$ cat config.mk
export PLATFORM = sky130hd
export DESIGN_NAME = mem_stream_reader
export DESIGN_NICKNAME = d
export VERILOG_FILES = /design/src/rtl/mem_stream_reader.sv
export SDC_FILE = /design/constraint.sdc
export NUM_CORES = 1
export LEC_CHECK = 0
export CORE_MARGIN = 8
export CORE_UTILIZATION = 44
export DETAILED_ROUTE_END_ITERATION = 8
export PLACE_DENSITY = 0.83
export RECOVER_POWER = 50
export SLEW_MARGIN = 25
export SYNTH_ARGS = -nofsm -noshare
export SYNTH_HDL_FRONTEND = slang
export SYNTH_SLANG_ARGS = --single-unit
export TNS_END_PERCENT = 1
$ cat constraint.sdc
create_clock -name clk -period 4.3 [get_ports clk]
set_input_delay 0.645 -clock clk [delete_from_list [all_inputs] [get_ports clk]]
set_output_delay 0.645 -clock clk [all_outputs]
set_load 0.005 [all_outputs]
$ cat src/rtl/mem_stream_reader.sv
// mem_stream_reader: walks a word-strided region of data memory and streams the low byte of each entry over valid/ready.
// Ports:
//   clk, rst                     clock and synchronous active-high reset
//   start, base_addr, length     command; sampled only in IDLE
//   busy, done                   status; done is a one-cycle completion pulse
//   mem_address, mem_write_enable, mem_write_data, mem_read_data
//                                data memory port; read data is combinational
//   out_data, out_valid, out_ready
//                                byte stream handshake; out_data is registered
// Build option: MEM_STREAM_CLEAR_EN adds a CLEAR state that writes zero over
// each entry in the cycle after it is consumed.
module mem_stream_reader #(
    parameter int N     = 16,
    parameter int BITS  = 32,
    parameter int LEN_W = 12
) (
    input  logic             clk,
    input  logic             rst,
    input  logic             start,
    input  logic [N-1:0]     base_addr,
    input  logic [LEN_W-1:0] length,
    output logic             busy,
    output logic             done,
    output logic [N-1:0]     mem_address,
    output logic             mem_write_enable,
    output logic [BITS-1:0]  mem_write_data,
    input  logic [BITS-1:0]  mem_read_data,
    output logic [7:0]       out_data,
    output logic             out_valid,
    input  logic             out_ready
);
`ifdef MEM_STREAM_CLEAR_EN
    typedef enum logic [2:0] {IDLE, FETCH, SEND, CLEAR, DONE} state_t;
`else
    typedef enum logic [2:0] {IDLE, FETCH, SEND, DONE} state_t;
`endif
    state_t state_q, state_d;
    logic [N-1:0] addr_q, addr_d;
    logic [LEN_W-1:0] cnt_q, cnt_d;
    logic [7:0] data_q, data_d;
    logic adv;
    logic unused_rd;
    assign unused_rd = ^mem_read_data[BITS-1:8];
    always_comb begin
        state_d = state_q;
        addr_d = addr_q;
        cnt_d = cnt_q;
        data_d = data_q;
        adv = 1'b0;
        case (state_q)
            IDLE: if (start) begin
                if (length != '0) begin
                    addr_d = base_addr;
                    cnt_d = length;
                    state_d = FETCH;
                end else begin
                    state_d = DONE;
                end
            end
            FETCH: begin
                data_d = mem_read_data[7:0];
                state_d = SEND;
            end
            SEND: if (out_ready) begin
`ifdef MEM_STREAM_CLEAR_EN
                state_d = CLEAR;
`else
                adv = 1'b1;
`endif
            end
`ifdef MEM_STREAM_CLEAR_EN
            CLEAR: adv = 1'b1;
`endif
            DONE: state_d = IDLE;
            default: state_d = IDLE;
        endcase
        // Advance to the next word; the low address bits ride along untouched.
        if (adv) begin
            addr_d = addr_q + N'(4);
            cnt_d = cnt_q - LEN_W'(1);
            state_d = (cnt_q == LEN_W'(1)) ? DONE : FETCH;
        end
    end
    always_ff @(posedge clk) begin
        if (rst) begin
            state_q <= IDLE;
            addr_q <= '0;
            cnt_q <= '0;
            data_q <= '0;
        end else begin
            state_q <= state_d;
            addr_q <= addr_d;
            cnt_q <= cnt_d;
            data_q <= data_d;
        end
    end
    assign busy = (state_q != IDLE) && (state_q != DONE);
    assign done = (state_q == DONE);
    assign out_valid = (state_q == SEND);
    assign out_data = data_q;
    assign mem_address = addr_q;
    assign mem_write_data = '0;
`ifdef MEM_STREAM_CLEAR_EN
    assign mem_write_enable = (state_q == CLEAR);
`else
    assign mem_write_enable = 1'b0;
`endif
endmodule

==> flow_metrics.env, run 1 <==
export IMPL_mostFrequentLayoutCells="clkdlybuf4s50_1 (42), dfxtp_1 (38), conb_1 (33)"
export IMPL_drc=0
export IMPL_cts_resized_gates=0
export IMPL_p_per_area_nw_per_um2=498
export IMPL_tightestPinTransition_ns=0.995
export IMPL_ant_nets=0
export IMPL_syn_instance_count=290
export IMPL_area_growth_pct=25.4
export IMPL_crit_required_ns=4.49
export IMPL_synth_adder_area_share_pct=3.48
export IMPL_yosysWarnings=0
export IMPL_leakage_nw=1.20
export IMPL_die_w_um=91.7
export IMPL_finClkSkew_ns=0.00436
export IMPL_grt_overflow=0
export IMPL_synthMuxAreaShare_pct=4.42
export IMPL_crit_path_start_kind="primary input"
export IMPL_final_common_cell="clkdlybuf4s50_1"
export IMPL_layout_setup_ws_ns=1.48
export IMPL_hp_start="mem_address[1]$_SDFFE_PP0P_"
export IMPL_reg2reg_to="mem_address[1]$_SDFFE_PP0P_"
export IMPL_wire_per_inst_um=16.6
export IMPL_die_height_um=91.7
export IMPL_fmax_mhz=355
export IMPL_grt_pass1_wl_um=11300
export IMPL_finalSetupViolCount=0
export IMPL_ctsHoldBuffers=0
export IMPL_start_util_pct=45.7
export IMPL_cp_slowest_cell="and2_1"
export IMPL_synth_compound_gate_area_share_pct=24.7
export IMPL_status="completed"
export IMPL_synth_cell_types=66
export IMPL_cts_buffer_depth=2
export IMPL_num_io_pins=124
export IMPL_synth_top_family_by_area="compound AO/OA/AOI/OAI gates"
export IMPL_cts_setup_buffers=0
export IMPL_whs_path_depth=1
export IMPL_globalplace_congestion=0.853
export IMPL_final_nets=419
export IMPL_rows=27
export IMPL_ys_ff_latch=38
export IMPL_synth_edf_count=0
export IMPL_synth_xor_area_share_pct=0.348
export IMPL_irDropWorstVdd_uv=284
export IMPL_h_tree_depth=2
export IMPL_rsz0062_at_grt="no"
export IMPL_arrival_ns=3.01
export IMPL_diodes=0
export IMPL_async_flop_share_pct=0
export IMPL_place_ws_ns=1.20
export IMPL_path_max_fanout=25
export IMPL_syn_area_per_cell_um2=8.69
export IMPL_grt_max_degree=26
export IMPL_antenna_found_initial=0
export IMPL_ys_seq_area_share_pct=30.2
export IMPL_reg2reg_setup_slack_ns=1.58
export IMPL_hold_class="flip-flop to flip-flop"
export IMPL_drv_slew=0
export IMPL_drv_cap=0
export IMPL_clockRootBuffer="clkbuf_8"
export IMPL_hold_viol_final=0
export IMPL_core_area_um2=5510
export IMPL_post_route_min_period_ns=2.82
export IMPL_drtIter0Drc=151
export IMPL_groute_usage_overall_pct=15.9
export IMPL_vias_per_cell=5.69
export IMPL_path_cells="clkdlybuf4s50_1, and2_1, a31o_2, nor3_1, a22o_1"
export IMPL_fin_crit_sh_pct=65.6
export IMPL_slowest_delay_ns=0.85
export IMPL_relSlewSlack_pct=33.7
export IMPL_ys_flop_type="dfxtp_1"
export IMPL_firstDrtPassIters=4
export IMPL_cts_tree="yes"
export IMPL_detail_route_wirelength_um=6970
export IMPL_portBuffers=66
export IMPL_grt_pass1_vias=2386
export IMPL_synthesis_area_um2=2520
export IMPL_holdPathEnd="mem_address[1]$_SDFFE_PP0P_"
export IMPL_cts_buffers=5
export IMPL_end_kind="flip-flop"
export IMPL_clock_latency_ns=0.29
export IMPL_reg2regPathDepth=6
export IMPL_drive_gt1_share_pct=8.62
export IMPL_cts_num_sinks=38
export IMPL_r2r_start="state_q[0]$_SDFFE_PP0P_"
export IMPL_yosys_area_share_simple_pct=22.7
export IMPL_via_count=2388
export IMPL_criticalPathCategory="primary input to flip-flop"
export IMPL_design_die_area_um2=8400
export IMPL_path_clk_slew_ns=0.08
export IMPL_hpwlAfterDp_um=5220
export IMPL_tns_ns=0
==> logic make-up (layout without fill, tap and decap cells) <==
group | count (synthesis) | count (layout)
AOI/OAI and AO/OA | 78 | 78
DFF | 38 | 38
buffers and inverters | 57 | 83
adders and majority gates | 7 | 7
xor gates and xnor gates | 1 | 1
other | 1 | 33
and+or+nand+nor | 97 | 97
muxes | 11 | 11
==> worst max-delay path: cells and delay by family <==
kind	cells	cell delay (ns)
AND/OR/NAND/NOR	2	0.96
AO/OA/AOI/OAI	2	0.70
buffers and inverters	1	0.69
==> flip-flops by register name (all words and copies together) (netlist names) <==
register / flops
mem_address: 16
cnt_q: 12
out_data: 8
state_q: 2
==> Yosys cell counts, types with 5 or more instances <==
cell type | count | share of area, %
a21oi_1 | 16 | 3.2
and2_1 | 5 | 1.2
buf_2 | 5 | 0.99
buf_4 | 33 | 9.8
clkbuf_1 | 8 | 1.2
dfxtp_1 | 38 | 30
ha_1 | 7 | 3.5
inv_1 | 8 | 1.2
mux2i_1 | 10 | 4.0
nand2_1 | 13 | 1.9
nand3_1 | 9 | 1.8
nand4_1 | 5 | 1.2
nor2_1 | 23 | 3.4
nor3_1 | 14 | 2.8
nor4_1 | 7 | 1.7
o21ai_0 | 6 | 1.2
==> worst max path at each step <==
stage / depth (start not counted) / end / startpoint
finish: 5 / mem_address[1]$_SDFFE_PP0P_ / out_ready
global route: 5 / cnt_q[6]$_SDFFE_PP0P_ / out_ready
CTS: 5 / mem_address[0]$_SDFFE_PP0P_ / out_ready
detailed placement: 5 / mem_address[0]$_SDFFE_PP0P_ / out_ready
global placement: 5 / mem_address[1]$_SDFFE_PP0P_ / out_ready
floorplan: 6 / cnt_q[0]$_SDFFE_PP0P_ / out_ready
==> where the power goes <==
group / internal, mW / total (mW) / switching [mW]
Sequential: 0.450 / 0.554 / 0.104
Combinational: 0.361 / 0.779 / 0.418
Clock: 0.109 / 0.238 / 0.130
Total: 0.920 / 1.57 / 0.652
==> layout make-up <==
cell class	count	area [um^2]
Multi-Input combinational cell	227	1530
Fill cell	512	2350
Clock inverter	2	10.0
Clock buffer	5	68.8
Inverter	8	30.0
Sequential cell	38	761
Timing Repair Buffer	68	672
Tap cell	72	90.1
==> through the flow <==
step                util (%)  hold WS (ns)  power (mW)  std cells  cell area [um^2]
floorplan                  -         0.454        1.09        322              2640
global placement        56.0         0.460        1.33        413              3080
detailed placement      56.0         0.455        1.36        413              3080
CTS                     57.4         0.481        1.59        420              3160
global route            57.4         0.489        1.69        420              3160
finish                  57.4         0.474        1.57        420              3160
==> layer usage <==
metal | part of all wire, % | GRT usage, % | up-vias | routed length [um]
li1 | - | - | 1144 | -
met1 | 41 | 19.0 | 1111 | 2850
met2 | 46 | 25.5 | 123 | 3230
met3 | 11 | 5.54 | 10 | 791
met4 | 1.4 | 6.55 | 0 | 100
met5 | 0 | 0 | - | 0
Power figures use the tool's default switching activity.
==> run 2, diff against run 1 <==
--- a/config.mk
+++ b/config.mk
@@ -6,9 +6,9 @@
 export NUM_CORES = 1
 export LEC_CHECK = 0
 export CORE_MARGIN = 8
-export CORE_UTILIZATION = 44
+export CORE_UTILIZATION = 41
 export DETAILED_ROUTE_END_ITERATION = 8
-export PLACE_DENSITY = 0.83
+export PLACE_DENSITY = 0.78
 export RECOVER_POWER = 50
 export SLEW_MARGIN = 25
 export SYNTH_ARGS = -nofsm -noshare
==> constraint.sdc (replaced) <==
create_clock -name clk -period 2.9 [get_ports clk]
set_input_delay 0.435 -clock clk [delete_from_list [all_inputs] [get_ports clk]]
set_output_delay 0.435 -clock clk [all_outputs]
set_load 0.005 [all_outputs]
==> flow_metrics.env, run 2 (synthesized netlist as in run 1, its figures left out) <==
export IMPL_design_die_area_um2=8910
export IMPL_finClkSkew_ns=0.0102
export IMPL_firstDrtPassIters=5
export IMPL_clock_latency_ns=0.30
export IMPL_cp_slowest_cell="clkdlybuf4s50_1"
export IMPL_path_max_fanout=14
export IMPL_grt_pass1_wl_um=11500
export IMPL_ant_nets=0
export IMPL_die_w_um=94.4
export IMPL_relSlewSlack_pct=56.1
export IMPL_tightestPinTransition_ns=0.656
export IMPL_drive_gt1_share_pct=10.7
export IMPL_globalplace_congestion=0.829
export IMPL_hpwlAfterDp_um=5400
export IMPL_crit_path_start_kind="flip-flop"
export IMPL_irDropWorstVdd_uv=432
export IMPL_crit_required_ns=2.47
export IMPL_path_cells="inv_1, ha_1, buf_4, clkdlybuf4s50_1"
export IMPL_rows=28
export IMPL_p_switching_mw=0.980
export IMPL_die_height_um=94.4
export IMPL_vias_per_cell=5.67
export IMPL_fmax_mhz=474
export IMPL_clockRootBuffer="clkbuf_8"
export IMPL_p_per_area_nw_per_um2=785
export IMPL_leakage_nw=1.26
export IMPL_num_io_pins=124
export IMPL_criticalPathCategory="flip-flop to output pin"
export IMPL_hold_class="flip-flop to flip-flop"
export IMPL_p_int_mw=1.59
export IMPL_grt_pass1_vias=2390
export IMPL_pwr_share_comb_pct=46.2
export IMPL_p_sw_share_pct=38.1
export IMPL_drv_slew=0
export IMPL_cts_buffer_depth=2
export IMPL_wire_per_inst_um=16.8
export IMPL_arrival_ns=1.67
export IMPL_path_clk_slew_ns=0.07
export IMPL_diodes=0
export IMPL_final_common_cell="clkdlybuf4s50_1"
export IMPL_finalSetupViolCount=0
export IMPL_mostFrequentLayoutCells="clkdlybuf4s50_1 (43), dfxtp_1 (38), conb_1 (33)"
export IMPL_largest_reg_flops=16
export IMPL_rsz0062_at_grt="no"
export IMPL_drtIter0Drc=151
export IMPL_place_ws_ns=0.529
export IMPL_ctsHoldBuffers=0
export IMPL_fin_crit_sh_pct=72.7
export IMPL_final_nets=425
export IMPL_status="completed"
export IMPL_antenna_found_initial=0
export IMPL_pwr_share_seq_pct=31.8
export IMPL_start_util_pct=42.5
export IMPL_h_tree_depth=2
export IMPL_layout_setup_ws_ns=0.791
export IMPL_grt_overflow=0
export IMPL_cts_tree="yes"
export IMPL_drc=0
export IMPL_cts_setup_buffers=0
export IMPL_crit_buf_inv=3
export IMPL_slowest_delay_ns=0.55
export IMPL_cts_num_sinks=38
export IMPL_hold_viol_final=0
export IMPL_post_route_min_period_ns=2.11
export IMPL_core_area_um2=5920
export IMPL_drv_cap=0
export IMPL_area_growth_pct=30.0
export IMPL_end_kind="output pin"
export IMPL_via_count=2436
export IMPL_cts_buffers=5
export IMPL_groute_usage_overall_pct=15.9
export IMPL_cts_resized_gates=0
export IMPL_crit_family="buffers and inverters"
export IMPL_tns_ns=0
export IMPL_p_clk_share_pct=22.0
export IMPL_portBuffers=66
export IMPL_final_core_util_pct=55.3
export IMPL_grt_max_degree=17
export IMPL_detail_route_wirelength_um=7210
==> run 2: cell types whose count changed in the layout (fill, tap and decap cells not counted) <==
cell,change
buf_4,+7
bufinv_16,+2
clkinv_2,-2
clkbuf_1,-1
clkbuf_8,+1
clkdlybuf4s50_1,+1
dlygate4sd3_1,-1
==> run 2: worst register-to-register path, delay by kind of cell (launching register included) <==
family	cells	cell delay (ns)
AOI/OAI and AO/OA	2	0.74
and+or+nand+nor	2	0.57
DFF	1	0.36
adders and majority gates	1	0.22
buffers and inverters	1	0.09
==> run 2: path summary, 6_finish.rpt <==
path	depth (start not counted)	startpoint	slack, ns	end
hold / removal	1	mem_address[1]$_SDFFE_PP0P_	0.48	mem_address[1]$_SDFFE_PP0P_
hold reg to reg	1	mem_address[1]$_SDFFE_PP0P_	0.48	mem_address[1]$_SDFFE_PP0P_
setup reg to reg	6	state_q[0]$_SDFFE_PP0P_	0.82	cnt_q[0]$_SDFFE_PP0P_
setup / recovery	4	state_q[0]$_SDFFE_PP0P_	0.79	out_valid
==> run 2: area by class of cell <==
class	instances	area [um^2]
fill	558	2650
timing repair buffer	74	721
tap	75	93.8
multi-input combinational	227	1530
clock buffer	6	82.6
inverter	8	30.0
sequential	38	761
clock inverter	2	60.1
==> run 2: power groups by stage <==
stage | registers, mW | clock network, mW | logic [mW]
finish | 0.817 | 0.567 | 1.19
global route | 0.845 | 0.591 | 1.31
CTS | 0.819 | 0.576 | 1.22
detailed placement | 0.831 | 0 | 1.20
global placement | 0.822 | 0 | 1.18
floorplan | 0.806 | 0 | 0.803
==> run 2: layer usage <==
layer	part of all wire, %	up-vias	GRT usage [%]
li1	-	1155	-
met1	37	1125	17.5
met2	48	139	26.7
met3	13	17	5.40
met4	2.6	0	7.53
met5	0	-	0
==> run 2: per-stage QoR <==
| step | power, mW | instances | cell area, um^2 | hold slack [ns] |
|---|---|---|---|---|
| final | 2.57 | 430 | 3270 | 0.479 |
| after global routing | 2.75 | 430 | 3270 | 0.505 |
| after CTS | 2.61 | 430 | 3270 | 0.489 |
| after detailed placement | 2.03 | 422 | 3130 | 0.471 |
| after global placement | 2.00 | 422 | 3130 | 0.463 |
| after floorplan | 1.61 | 322 | 2640 | 0.454 |
